==> config.mk <==
export PLATFORM = sky130hd
export DESIGN_NAME = seg7_reader_flat
export DESIGN_NICKNAME = d
export VERILOG_FILES = /design/src/rtl/seg7_pkg.sv /design/src/rtl/seg7_reader_if.sv /design/src/rtl/seg7_digit_decode.sv /design/src/rtl/seg7_reader.sv /design/src/flat_wrapper.sv
export SDC_FILE = /design/constraint.sdc
export NUM_CORES = 1
export LEC_CHECK = 0
export BUFFER_PORTS_ARGS = -buffer_cell sky130_fd_sc_hd__buf_2
export CAP_MARGIN = 20
export CORE_MARGIN = 2
export CORE_UTILIZATION = 45
export DETAILED_ROUTE_END_ITERATION = 16
export PLACE_DENSITY = 0.65
export SLEW_MARGIN = 20
export SYNTH_ARGS = -nofsm -noshare
export SYNTH_HDL_FRONTEND = slang
export SYNTH_SLANG_ARGS = --single-unit
==> constraint.sdc <==
create_clock -name clk -period 3.1 [get_ports clk]
set_clock_uncertainty 0.15 [all_clocks]
set_input_delay 0.31 -clock clk [delete_from_list [all_inputs] [get_ports clk]]
set_output_delay 0.31 -clock clk [all_outputs]
set_load 0.05 [all_outputs]
==> src/rtl/seg7_pkg.sv <==
// Shared types and constants for the two-digit seven-segment reader.
// Glyphs are active-low, ordered g,f,e,d,c,b,a from MSB to LSB.
package seg7_pkg;

  localparam int SEG7_WORD_W     = 14;
  localparam int SEG7_VAL_W      = 7;
  localparam int SEG7_CONV_STEPS = 4;

  localparam logic [6:0] SEG7_GLYPH_0 = 7'b1000000;
  localparam logic [6:0] SEG7_GLYPH_1 = 7'b1111001;
  localparam logic [6:0] SEG7_GLYPH_2 = 7'b0100100;
  localparam logic [6:0] SEG7_GLYPH_3 = 7'b0110000;
  localparam logic [6:0] SEG7_GLYPH_4 = 7'b0011001;
  localparam logic [6:0] SEG7_GLYPH_5 = 7'b0010010;
  localparam logic [6:0] SEG7_GLYPH_6 = 7'b0000010;
  localparam logic [6:0] SEG7_GLYPH_7 = 7'b1111000;
  localparam logic [6:0] SEG7_GLYPH_8 = 7'b0000000;
  localparam logic [6:0] SEG7_GLYPH_9 = 7'b0011000;
  localparam logic [6:0] SEG7_BLANK   = 7'b1111111;

  typedef enum logic [1:0] {
    IDLE,
    DECODE,
    CONVERT,
    DONE
  } seg7_rd_state_t;

endpackage

==> src/rtl/seg7_reader_if.sv <==
// Handshake bundle for seg7_reader: display word in, decoded value out.
// slave is the reader's view, master is the producer/consumer's view.
interface seg7_reader_if;
  import seg7_pkg::*;

  logic [SEG7_WORD_W-1:0] in_word;
  logic                   in_valid;
  logic                   in_ready;
  logic [SEG7_VAL_W-1:0]  out_value;
  logic [3:0]             out_tens;
  logic [3:0]             out_units;
  logic                   out_err;
  logic                   out_valid;
  logic                   out_ready;

  modport slave (
    input  in_word, in_valid, out_ready,
    output in_ready, out_value, out_tens, out_units, out_err, out_valid
  );

  modport master (
    output in_word, in_valid, out_ready,
    input  in_ready, out_value, out_tens, out_units, out_err, out_valid
  );

endinterface

==> src/rtl/seg7_digit_decode.sv <==
// Combinational glyph-to-BCD decode for one active-low seven-segment digit.
// allow_blank makes the all-off pattern read as 0 instead of illegal.
module seg7_digit_decode
  import seg7_pkg::*;
(
  input  logic [6:0] pattern,
  input  logic       allow_blank,
  output logic [3:0] bcd,
  output logic       legal
);

  always_comb begin
    bcd   = 4'd0;
    legal = 1'b1;
    case (pattern)
      SEG7_GLYPH_0: bcd = 4'd0;
      SEG7_GLYPH_1: bcd = 4'd1;
      SEG7_GLYPH_2: bcd = 4'd2;
      SEG7_GLYPH_3: bcd = 4'd3;
      SEG7_GLYPH_4: bcd = 4'd4;
      SEG7_GLYPH_5: bcd = 4'd5;
      SEG7_GLYPH_6: bcd = 4'd6;
      SEG7_GLYPH_7: bcd = 4'd7;
      SEG7_GLYPH_8: bcd = 4'd8;
      SEG7_GLYPH_9: bcd = 4'd9;
      SEG7_BLANK:   legal = allow_blank;
      default:      legal = 1'b0;
    endcase
  end

endmodule

==> src/rtl/seg7_reader.sv <==
// Two-digit seven-segment reader: glyph decode, then 4-step shift-add to binary.
// Option SEG7_READER_BLANK_TENS_EN: an all-off tens digit reads as 0.
module seg7_reader
  import seg7_pkg::*;
(
  input  logic         clk,
  input  logic         rst,
  seg7_reader_if.slave bus
);

  seg7_rd_state_t         state;
  logic [SEG7_WORD_W-1:0] word_p0;
  logic [3:0]             tens_dec, units_dec;
  logic                   tens_ok, units_ok;
  logic [SEG7_VAL_W-1:0]  acc_p1;
  logic [SEG7_VAL_W-1:0]  value_r;
  logic [3:0]             tens_r, units_r;
  logic                   err_r, vld_r;
  logic [1:0]             step;
  logic                   tens_blank_ok;

  // Weight of tens bit idx is 10<<idx; the largest (80) still fits in 7 bits.
  function automatic logic [SEG7_VAL_W-1:0] step_addend(input logic [3:0] tens,
                                                        input logic [1:0] idx);
    return tens[idx] ? (SEG7_VAL_W'(10) << idx) : '0;
  endfunction

`ifdef SEG7_READER_BLANK_TENS_EN
  assign tens_blank_ok = 1'b1;
`else
  assign tens_blank_ok = 1'b0;
`endif

  seg7_digit_decode u_tens (
    .pattern     (word_p0[13:7]),
    .allow_blank (tens_blank_ok),
    .bcd         (tens_dec),
    .legal       (tens_ok)
  );

  seg7_digit_decode u_units (
    .pattern     (word_p0[6:0]),
    .allow_blank (1'b0),
    .bcd         (units_dec),
    .legal       (units_ok)
  );

  // Stage p0: capture the word on acceptance
  always_ff @(posedge clk) begin
    if (state == IDLE && bus.in_valid)
      word_p0 <= bus.in_word;
  end

  // Stage p1: decode, shift-add convert, hold result
  always_ff @(posedge clk) begin
    if (rst) begin
      state   <= IDLE;
      vld_r   <= 1'b0;
      err_r   <= 1'b0;
      value_r <= '0;
      tens_r  <= '0;
      units_r <= '0;
      acc_p1  <= '0;
      step    <= '0;
    end else begin
      case (state)
        IDLE: begin
          if (bus.in_valid)
            state <= DECODE;
        end
        DECODE: begin
          if (tens_ok && units_ok) begin
            tens_r  <= tens_dec;
            units_r <= units_dec;
            err_r   <= 1'b0;
            acc_p1  <= {3'b000, units_dec};
            step    <= '0;
            state   <= CONVERT;
          end else begin
            tens_r  <= '0;
            units_r <= '0;
            err_r   <= 1'b1;
            value_r <= '0;
            vld_r   <= 1'b1;
            state   <= DONE;
          end
        end
        CONVERT: begin
          acc_p1 <= acc_p1 + step_addend(tens_r, step);
          step   <= step + 2'd1;
          if (step == 2'(SEG7_CONV_STEPS - 1)) begin
            value_r <= acc_p1 + step_addend(tens_r, step);
            vld_r   <= 1'b1;
            state   <= DONE;
          end
        end
        DONE: begin
          if (bus.out_ready) begin
            vld_r <= 1'b0;
            state <= IDLE;
          end
        end
        default: state <= IDLE;
      endcase
    end
  end

  assign bus.in_ready  = (state == IDLE);
  assign bus.out_valid = vld_r;
  assign bus.out_err   = err_r;
  assign bus.out_value = value_r;
  assign bus.out_tens  = tens_r;
  assign bus.out_units = units_r;

endmodule
==> src/flat_wrapper.sv <==
// flat-port wrapper written by rule: the top's interface ports become plain ports
module seg7_reader_flat import seg7_pkg::*;
  (clk, rst, bus_in_word, bus_in_valid, bus_out_ready, bus_in_ready, bus_out_value, bus_out_tens, bus_out_units, bus_out_err, bus_out_valid);
  seg7_reader_if bus_i ();
  input  logic clk;
  input  logic rst;
  input wire logic [$bits(bus_i.in_word)-1:0] bus_in_word;
  input wire logic [$bits(bus_i.in_valid)-1:0] bus_in_valid;
  input wire logic [$bits(bus_i.out_ready)-1:0] bus_out_ready;
  output wire logic [$bits(bus_i.in_ready)-1:0] bus_in_ready;
  output wire logic [$bits(bus_i.out_value)-1:0] bus_out_value;
  output wire logic [$bits(bus_i.out_tens)-1:0] bus_out_tens;
  output wire logic [$bits(bus_i.out_units)-1:0] bus_out_units;
  output wire logic [$bits(bus_i.out_err)-1:0] bus_out_err;
  output wire logic [$bits(bus_i.out_valid)-1:0] bus_out_valid;
  assign bus_i.in_word = bus_in_word;
  assign bus_i.in_valid = bus_in_valid;
  assign bus_i.out_ready = bus_out_ready;
  assign bus_in_ready = bus_i.in_ready;
  assign bus_out_value = bus_i.out_value;
  assign bus_out_tens = bus_i.out_tens;
  assign bus_out_units = bus_i.out_units;
  assign bus_out_err = bus_i.out_err;
  assign bus_out_valid = bus_i.out_valid;
  seg7_reader u_core (.clk(clk), .rst(rst), .bus(bus_i));
endmodule
==> results of run 1 <==
[Yosys cell counts, types with 3 or more instances]
| cell | n | area, um^2 |
|---|---|---|
| sky130_fd_sc_hd__dfxtp_1 | 28 | 561 |
| sky130_fd_sc_hd__inv_1 | 17 | 63.8 |
| sky130_fd_sc_hd__nand2_1 | 15 | 56.3 |
| sky130_fd_sc_hd__nor2_1 | 15 | 56.3 |
| sky130_fd_sc_hd__edfxtp_1 | 14 | 420 |
| sky130_fd_sc_hd__ha_1 | 13 | 163 |
| sky130_fd_sc_hd__a21oi_1 | 12 | 60.1 |
| sky130_fd_sc_hd__nand2b_1 | 10 | 62.6 |
| sky130_fd_sc_hd__o21ai_0 | 10 | 50.1 |
| sky130_fd_sc_hd__mux2i_1 | 9 | 90.1 |
| sky130_fd_sc_hd__xnor2_1 | 9 | 78.8 |
| sky130_fd_sc_hd__nor3_1 | 8 | 40.0 |
| sky130_fd_sc_hd__and2_1 | 6 | 37.5 |
| sky130_fd_sc_hd__buf_6 | 6 | 67.6 |
| sky130_fd_sc_hd__nand3_1 | 6 | 30.0 |
| sky130_fd_sc_hd__nor2b_1 | 6 | 37.5 |
| sky130_fd_sc_hd__clkbuf_1 | 5 | 18.8 |
| sky130_fd_sc_hd__nand4_1 | 4 | 25.0 |
| sky130_fd_sc_hd__o211ai_1 | 4 | 30.0 |
| sky130_fd_sc_hd__or4_1 | 3 | 22.5 |
[cell families (layout without fill, tap and decap cells)]
kind of cell,count (synthesis),in the layout
AO/OA/AOI/OAI,63,63
XOR/XNOR,11,11
buffers and inverters,32,60
multiplexers,11,11
flip-flops,42,42
adder cells (fa/ha/maj),14,14
AND/OR/NAND/NOR,89,89
[state kept, by name, summed over array words and instances, names as in the netlist]
signal,count
u_core.word_p0,14
u_core.acc_p1,7
u_core.bus.out_value,7
u_core.bus.out_tens,4
u_core.bus.out_units,4
u_core.state,2
u_core.step,2
u_core.bus.out_err,1
u_core.bus.out_valid,1
[critical path, delay by kind of cell, from the launching register on]
family,cells,cell delay [ps]
buf+inv,1,60
xor+xnor,1,140
fa+ha+maj,1,280
simple gates,2,230
compound gates,3,600
flops,1,460
mux,2,740
[cell type report]
| class | instances | area [um^2] | area share [%] |
|---|---|---|---|
| Clock inverter | 2 | 10.0 | 0.357 |
| Inverter | 17 | 63.8 | 2.27 |
| Tap cell | 72 | 90.1 | 3.21 |
| Sequential cell | 42 | 981 | 34.9 |
| Timing Repair Buffer | 36 | 183 | 6.51 |
| Clock buffer | 5 | 68.8 | 2.45 |
| Multi-Input combinational cell | 188 | 1410 | 50.3 |
[routing by layer]
metal  routed length, um  vias up  track usage, %
met5                   0        -               0
met4                  55        0            6.27
met3                 202        4            3.62
met2                2380       32            29.0
met1                2540      916            23.6
li1                    -     1003               -
[where the power goes]
group	leakage (nW)	internal [W]	total, W	switching, W
registers	0.359	0.000658	0.000761	0.000103
logic	0.750	0.000247	0.000687	0.000440
clock network	0.0438	0.000151	0.000336	0.000184
total	1.15	0.00106	0.00178	0.000728
[path summary, 6_finish.rpt]
| path | from | end | slack, ps | cells past startpoint |
|---|---|---|---|---|
| worst max-delay path | u_core.step[0] | u_core.acc_p1[6] | 370 | 10 |
| worst max register to register | u_core.step[0] | u_core.acc_p1[6] | 370 | 10 |
| worst min register to register | u_core.bus.out_units[0] | u_core.bus.out_units[0] | 330 | 2 |
| worst min-delay path | bus_in_word[10] | u_core.word_p0[10] | 30 | 1 |
[stage by stage]
step                      instances  utilization, %  hold WS [ps]  cell area, um^2  power [W]
after floorplan                 262               -           259             2580    0.00134
after global placement          355            49.3           310             2730    0.00145
after detailed placement        355            49.3           318             2730    0.00146
after CTS                       362            50.7          26.4             2810    0.00180
after global routing            362            50.7          20.0             2810    0.00191
final                           362            50.7          34.6             2810    0.00178
==> qor.json, run 1 <==
{
  "cts-buffers-inserted": {"value": 5},
  "vdd.ir_drop.worst": {"value": 606, "unit": "uV"},
  "synth_mux_area_share": {"value": 4.79, "unit": "%"},
  "maxCapViolCount": {"value": 0},
  "critPathCaptureType": {"value": "flop"},
  "synth.ff_latch_count": {"value": 42},
  "totalWireLength": {"value": 5180, "unit": "um"},
  "worst_path_max_delay_cell": {"value": "sky130_fd_sc_hd__mux4_2"},
  "vias_in_the_first_global_route": {"value": 1907},
  "cts.sinks": {"value": 42},
  "detailedRoute.firstPassIterationCount": {"value": 4},
  "drc": {"value": 0},
  "finish.net_count": {"value": 322},
  "antenna_found_initial": {"value": 0},
  "core-area": {"value": 0.00554, "unit": "mm^2"},
  "share_of_synthesized_cell_area_in_full_adder_half_adder_and_majority_cells": {"value": 7.07, "unit": "%"},
  "critical_path.most_common_cell": {"value": "sky130_fd_sc_hd__nand2_1"},
  "grt_max_degree": {"value": 34},
  "cts_tree": {"value": "done"},
  "routed_via_density": {"value": 5.40},
  "clock-root-buffer": {"value": "sky130_fd_sc_hd__clkbuf_8"},
  "final_cell_mix": {"value": "35 x sky130_fd_sc_hd__buf_2, 28 x sky130_fd_sc_hd__dfxtp_1, 17 x sky130_fd_sc_hd__inv_1"},
  "drive_above_1_share": {"value": 20.7, "unit": "%"},
  "number_of_warnings_issued_by_yosys": {"value": 0},
  "synth_area": {"value": 0.00258, "unit": "mm^2"},
  "crit_chain": {"value": "mux4_2 -> nand2_1 -> inv_1 -> ha_1 -> a211oi_1 -> o21bai_1 -> a21oi_1 -> xnor2_1 -> nand2_1 -> mux2i_1"},
  "required": {"value": 3170, "unit": "ps"},
  "routabilityCongestion": {"value": 0.825},
  "grt_setup_unrepaired": {"value": "false"},
  "tightest_slew": {"value": 631, "unit": "ps"},
  "diodes": {"value": 0},
  "ant_nets": {"value": 0},
  "setup.worst_path.class": {"value": "flop to flop"},
  "post_cts_hold_buffer_count": {"value": 0},
  "setup-violations-final": {"value": 0},
  "power.density_cell_area": {"value": 635, "unit": "mW/mm^2"},
  "syn-instance-count": {"value": 262},
  "hold_path_class": {"value": "primary input to flop"},
  "numPortBuffers": {"value": 35},
  "synthXorXnorAreaFrac": {"value": 3.73, "unit": "%"},
  "fin_ws": {"value": 373, "unit": "ps"},
  "area_delta_synth_final": {"value": 8.67, "unit": "%"},
  "fp.dieArea": {"value": 0.00636, "unit": "mm^2"},
  "dp.final_hpwl": {"value": 3790, "unit": "um"},
  "grt_pass1_wl": {"value": 8890, "unit": "um"},
  "post_cts_resize_count": {"value": 0},
  "setup_total_negative_slack": {"value": 0, "unit": "ps"},
  "worst_ep_arrival_time": {"value": 2800, "unit": "ps"},
  "initial_core_util": {"value": 46.6, "unit": "%"},
  "detail_route.wl_per_cell": {"value": 14.3, "unit": "um"},
  "maxClockFrequency": {"value": 0.367, "unit": "GHz"},
  "die_x": {"value": 79.8, "unit": "um"},
  "chipHeight": {"value": 79.8, "unit": "um"},
  "maxSlewViolCount": {"value": 0},
  "critical_path.max_stage_delay": {"value": 600, "unit": "ps"},
  "leakagePower": {"value": 1.15, "unit": "nW"},
  "ys.flop_type": {"value": "sky130_fd_sc_hd__dfxtp_1"},
  "cts.htree.levels": {"value": 2},
  "finalWorstPathRequiredPeriod": {"value": 2730, "unit": "ps"},
  "number_of_top_level_design_ports": {"value": 36},
  "gr-total-overflow": {"value": 0},
  "synth_edf_count": {"value": 14},
  "max-slew-margin-rel": {"value": 57.9, "unit": "%"},
  "synth_async_sr_flop_share": {"value": 0, "unit": "%"},
  "syn_area_per_cell": {"value": 9.86, "unit": "um^2"},
  "post_synth_and_or_nand_nor_area_fraction": {"value": 19.6, "unit": "%"},
  "synth_top_family_by_area": {"value": "simple AND/OR/NAND/NOR gates"},
  "final_period_utilization": {"value": 88.0, "unit": "%"},
  "core.rowCount": {"value": 27},
  "cts.reportedPaths.clkPinSlew": {"value": 80, "unit": "ps"},
  "first_iter_violations": {"value": 98},
  "global_route_usage_sum": {"value": 17.8, "unit": "%"},
  "maximum_fanout_encountered_on_the_critical_timing_path": {"value": 7},
  "cts.repair_timing.setup_buffer_count": {"value": 0},
  "worst_skew_pair.late_latency": {"value": 290, "unit": "ps"},
  "pre_cts_slack": {"value": 364, "unit": "ps"},
  "mostFrequentLayoutCell": {"value": "sky130_fd_sc_hd__buf_2"},
  "synth_fp_nets": {"value": 294},
  "synth_seq_area_share": {"value": 38.0, "unit": "%"},
  "fraction_of_the_mapped_netlist_area_in_compound_gates": {"value": 19.5, "unit": "%"},
  "cts_buffer_depth": {"value": 2},
  "synth_cell_types": {"value": 69},
  "worst_setup_start_kind": {"value": "flop"},
  "vias_post_dr": {"value": 1955},
  "result_of_the_run": {"value": "complete, no violations"},
  "n_fill_cell": {"value": 538},
  "hold_viol_final": {"value": 0}
}
(Power assumes the default switching activity.)
==> run 2, diff against run 1 <==
--- a/config.mk
+++ b/config.mk
@@ -14,4 +14,5 @@
 export SLEW_MARGIN = 20
 export SYNTH_ARGS = -nofsm -noshare
 export SYNTH_HDL_FRONTEND = slang
+export SYNTH_HIERARCHICAL = 1
 export SYNTH_SLANG_ARGS = --single-unit
==> run 2 against run 1 <==
Worst setup slack got worse by 130 ps. Core utilization increased by 0.49 points. Routed wire length increased by 2.4%. Synthesized area decreased by 2.2%. Sequential share of layout area increased by 0.094 points. Sequential power decreased by 0.7%. Sequential cell count unchanged. Critical path type unchanged.
==> qor.json, run 2 <==
{
  "result_of_the_run": {"value": "complete, no violations", "change": "unchanged"},
  "setup-violations-final": {"value": 0, "change": "unchanged"},
  "routabilityCongestion": {"value": 0.863, "change": "was 0.825"},
  "core-area": {"value": 0.00547, "unit": "mm^2", "change": "was 0.00554 mm^2"},
  "cts-buffers-inserted": {"value": 5, "change": "unchanged"},
  "cts_buffer_depth": {"value": 2, "change": "unchanged"},
  "maxClockFrequency": {"value": 0.350, "unit": "GHz", "change": "was 0.367 GHz"},
  "netlist_top_cells_area": {"value": "sky130_fd_sc_hd__dfxtp_1 22%, sky130_fd_sc_hd__edfxtp_1 17%, sky130_fd_sc_hd__ha_1 6.4%", "change": "was sky130_fd_sc_hd__dfxtp_1 22%, sky130_fd_sc_hd__edfxtp_1 16%, sky130_fd_sc_hd__ha_1 6.3%"},
  "number_of_top_level_design_ports": {"value": 36, "change": "unchanged"},
  "gr-total-overflow": {"value": 0, "change": "unchanged"},
  "number_of_cells_on_the_worst_reg_to_reg_path": {"value": 8, "change": "was 10"},
  "worstSetupEndpoint": {"value": "u_core/acc_p1[3]", "change": "was u_core.acc_p1[6]"},
  "synth_seq_area_share": {"value": 38.8, "unit": "%", "change": "was 38.0%"},
  "largest_register_ffs": {"value": 14, "change": "unchanged"},
  "cts.sinks": {"value": 42, "change": "unchanged"},
  "detailedRoute.firstPassIterationCount": {"value": 4, "change": "unchanged"},
  "r2r_setup_slack": {"value": 240, "unit": "ps", "change": "was 370 ps"},
  "leakagePower": {"value": 1.07, "unit": "nW", "change": "was 1.15 nW"},
  "grt_pass1_wl": {"value": 9390, "unit": "um", "change": "was 8890 um"},
  "cts_tree": {"value": "done", "change": "unchanged"},
  "setup_total_negative_slack": {"value": 0, "unit": "ps", "change": "unchanged"},
  "routed_via_density": {"value": 5.61, "change": "was 5.40"},
  "hold_path_class": {"value": "primary input to flop", "change": "unchanged"},
  "worst_path_max_delay_cell": {"value": "sky130_fd_sc_hd__mux4_2", "change": "unchanged"},
  "synth_edf_count": {"value": 14, "change": "unchanged"},
  "grt_setup_unrepaired": {"value": "false", "change": "unchanged"},
  "largest_register": {"value": "u_core/word_p0", "change": "was u_core.word_p0"},
  "ant_nets": {"value": 0, "change": "unchanged"},
  "maxSlewViolCount": {"value": 0, "change": "unchanged"},
  "cts.htree.levels": {"value": 2, "change": "unchanged"},
  "synth_area": {"value": 0.00253, "unit": "mm^2", "change": "was 0.00258 mm^2"},
  "totalWireLength": {"value": 5310, "unit": "um", "change": "was 5180 um"},
  "required": {"value": 3180, "unit": "ps", "change": "was 3170 ps"},
  "final_cell_mix": {"value": "35 x sky130_fd_sc_hd__buf_2, 28 x sky130_fd_sc_hd__nor2_1, 28 x sky130_fd_sc_hd__dfxtp_1", "change": "was 35 x sky130_fd_sc_hd__buf_2, 28 x sky130_fd_sc_hd__dfxtp_1, 17 x sky130_fd_sc_hd__inv_1"},
  "vias_in_the_first_global_route": {"value": 2065, "change": "was 1907"},
  "diodes": {"value": 0, "change": "unchanged"},
  "syn_area_per_cell": {"value": 9.19, "unit": "um^2", "change": "was 9.86 um^2"},
  "crit_chain": {"value": "mux4_2 -> and2_2 -> ha_1 -> fa_1 -> xor2_1 -> nor2_1 -> or3_1 -> a21oi_1", "change": "was mux4_2 -> nand2_1 -> inv_1 -> ha_1 -> a211oi_1 -> o21bai_1 -> a21oi_1 -> xnor2_1 -> nand2_1 -> mux2i_1"},
  "worst_ep_arrival_time": {"value": 2940, "unit": "ps", "change": "was 2800 ps"},
  "critical_path.max_stage_delay": {"value": 590, "unit": "ps", "change": "was 600 ps"},
  "chipHeight": {"value": 78.9, "unit": "um", "change": "was 79.8 um"},
  "maxCapViolCount": {"value": 0, "change": "unchanged"},
  "cts.reportedPaths.clkPinSlew": {"value": 90, "unit": "ps", "change": "was 80 ps"},
  "mostFrequentLayoutCell": {"value": "sky130_fd_sc_hd__buf_2", "change": "unchanged"},
  "post-route-util": {"value": 51.2, "unit": "%", "change": "was 50.7%"},
  "r2r_start": {"value": "u_core/step[0]", "change": "was u_core.step[0]"},
  "grt_max_degree": {"value": 33, "change": "was 34"},
  "maximum_fanout_encountered_on_the_critical_timing_path": {"value": 7, "change": "unchanged"},
  "netlist.top_cell.by_area": {"value": "sky130_fd_sc_hd__dfxtp_1", "change": "unchanged"},
  "hold_viol_final": {"value": 0, "change": "unchanged"},
  "hold_path_startpoint": {"value": "bus_in_word[7]", "change": "was bus_in_word[10]"},
  "yosys.area.top_type_share": {"value": 22.2, "unit": "%", "change": "was 21.7%"},
  "global_route_usage_sum": {"value": 18.7, "unit": "%", "change": "was 17.8%"},
  "synth_async_sr_flop_share": {"value": 0, "unit": "%", "change": "unchanged"},
  "drive_above_1_share": {"value": 19.9, "unit": "%", "change": "was 20.7%"},
  "power.density_cell_area": {"value": 595, "unit": "mW/mm^2", "change": "was 635 mW/mm^2"},
  "finish.net_count": {"value": 332, "change": "was 322"},
  "ys.flop_type": {"value": "sky130_fd_sc_hd__dfxtp_1", "change": "unchanged"},
  "vias_post_dr": {"value": 2093, "change": "was 1955"},
  "detail_route.wl_per_cell": {"value": 14.2, "unit": "um", "change": "was 14.3 um"},
  "fp.dieArea": {"value": 0.00623, "unit": "mm^2", "change": "was 0.00636 mm^2"},
  "dp.final_hpwl": {"value": 3740, "unit": "um", "change": "was 3790 um"},
  "critPathCaptureType": {"value": "flop", "change": "unchanged"},
  "core.rowCount": {"value": 27, "change": "unchanged"},
  "setup.worst_path.class": {"value": "flop to flop", "change": "unchanged"},
  "numPortBuffers": {"value": 35, "change": "unchanged"},
  "number_of_warnings_issued_by_yosys": {"value": 6, "change": "was 0"},
  "antenna_found_initial": {"value": 0, "change": "unchanged"},
  "synth_cell_types": {"value": 57, "change": "was 69"},
  "clock-root-buffer": {"value": "sky130_fd_sc_hd__clkbuf_8", "change": "unchanged"},
  "area_delta_synth_final": {"value": 10.8, "unit": "%", "change": "was 8.67%"},
  "n_fill_cell": {"value": 533, "change": "was 538"},
  "tightest_slew": {"value": 614, "unit": "ps", "change": "was 631 ps"},
  "initial_core_util": {"value": 46.2, "unit": "%", "change": "was 46.6%"},
  "max-slew-margin-rel": {"value": 59.1, "unit": "%", "change": "was 57.9%"},
  "drc": {"value": 0, "change": "unchanged"},
  "vdd.ir_drop.worst": {"value": 296, "unit": "uV", "change": "was 606 uV"},
  "finalWorstPathRequiredPeriod": {"value": 2860, "unit": "ps", "change": "was 2730 ps"},
  "syn-instance-count": {"value": 275, "change": "was 262"},
  "final_period_utilization": {"value": 92.2, "unit": "%", "change": "was 88.0%"},
  "worst_setup_path_startpoint": {"value": "u_core/step[0]", "change": "was u_core.step[0]"},
  "worst_skew_pair.late_latency": {"value": 300, "unit": "ps", "change": "was 290 ps"},
  "synth_common_cells": {"value": "28 x sky130_fd_sc_hd__dfxtp_1, 28 x sky130_fd_sc_hd__nor2_1, 15 x sky130_fd_sc_hd__nand2_1", "change": "was 28 x sky130_fd_sc_hd__dfxtp_1, 17 x sky130_fd_sc_hd__inv_1, 15 x sky130_fd_sc_hd__nand2_1, 15 x sky130_fd_sc_hd__nor2_1, 14 x sky130_fd_sc_hd__edfxtp_1"},
  "worst_setup_start_kind": {"value": "flop", "change": "unchanged"},
  "critical_path.reg2reg.endpoint": {"value": "u_core/acc_p1[3]", "change": "was u_core.acc_p1[6]"},
  "synth.ff_latch_count": {"value": 42, "change": "unchanged"},
  "first_iter_violations": {"value": 110, "change": "was 98"},
  "die_x": {"value": 78.9, "unit": "um", "change": "was 79.8 um"}
}
[run 2: cell count changes after synthesis, moves of 5 or more]
| cell | delta |
|---|---|
| sky130_fd_sc_hd__a22oi_1 | +8 |
| sky130_fd_sc_hd__inv_1 | -7 |
| sky130_fd_sc_hd__or2_1 | +5 |
| sky130_fd_sc_hd__nand2b_1 | -6 |
| sky130_fd_sc_hd__o21ai_0 | -6 |
| sky130_fd_sc_hd__nor2_1 | +13 |
| sky130_fd_sc_hd__nor3_1 | +6 |
| sky130_fd_sc_hd__buf_2 | +9 |
| sky130_fd_sc_hd__mux2i_1 | -5 |
| sky130_fd_sc_hd__xnor2_1 | -5 |
[run 2: layer usage]
metal | up-vias | track usage, % | share of wire (%)
met2 | 46 | 31.2 | 49
met5 | - | 0 | 0
met3 | 10 | 3.52 | 3.6
met4 | 0 | 8.10 | 1.8
met1 | 982 | 23.7 | 45
li1 | 1055 | - | -
[run 2: layout make-up]
type	count	area (um^2)	area share, %
multi-input combinational	202	1390	49.6
sequential	42	981	35.0
timing repair buffer	37	190	6.79
clock buffer	6	93.8	3.35
tap	72	90.1	3.22
inverter	12	45.0	1.61
clock inverter	2	10.0	0.357
[run 2: report_power, final]
part | leakage [nW] | internal, W | switching, W
clock network | 0.0561 | 0.000205 | 0.000197
logic | 0.656 | 0.000181 | 0.000328
registers | 0.359 | 0.000647 | 0.000109
[run 2: kinds of logic after synthesis]
family | Yosys count | synth area share, %
AOI/OAI and AO/OA | 64 | 18.6
other | 1 | 0.148
DFF | 42 | 38.8
muxes | 6 | 2.92
buffers and inverters | 32 | 6.53
adders and majority gates | 14 | 7.23
xor gates and xnor gates | 8 | 2.77
and+or+nand+nor | 108 | 23.0
[run 2: how the worst min path moves through the flow]
stage                              end  slack [ps]  depth (start not counted)
2_1_floorplan        u_core/word_p0[0]         260                          0
3_3_place_gp   u_core/bus.out_value[0]         290                          2
3_5_place_dp   u_core/bus.out_value[2]         300                          2
4_1_cts              u_core/word_p0[7]          20                          1
5_1_grt              u_core/word_p0[5]          20                          1
6_report             u_core/word_p0[7]          30                          1
[run 2: critical path, delay by kind of cell (launching register included)]
kind            cells  cell delay [ps]
flops               1              470
compound gates      1              130
simple gates        3              580
xor+xnor            1              230
fa+ha+maj           2              640
mux                 1              590
[run 2: per-stage QoR]
step | instances | setup slack [ps] | power [W] | hold WS (ps) | cell area (um^2)
final | 373 | 242 | 0.00167 | 33.9 | 2800
after global routing | 373 | 9.04 | 0.00177 | 18.2 | 2800
after CTS | 373 | 204 | 0.00168 | 23.0 | 2800
after detailed placement | 365 | 236 | 0.00127 | 297 | 2690
after global placement | 365 | 285 | 0.00126 | 286 | 2690
after floorplan | 276 | 338 | 0.00117 | 259 | 2530
[run 2: repair_timing]
action	CTS	global route
gates resized for setup	0	1
hold buffers	0	0
setup endpoints to repair	0	2
setup buffers	0	0
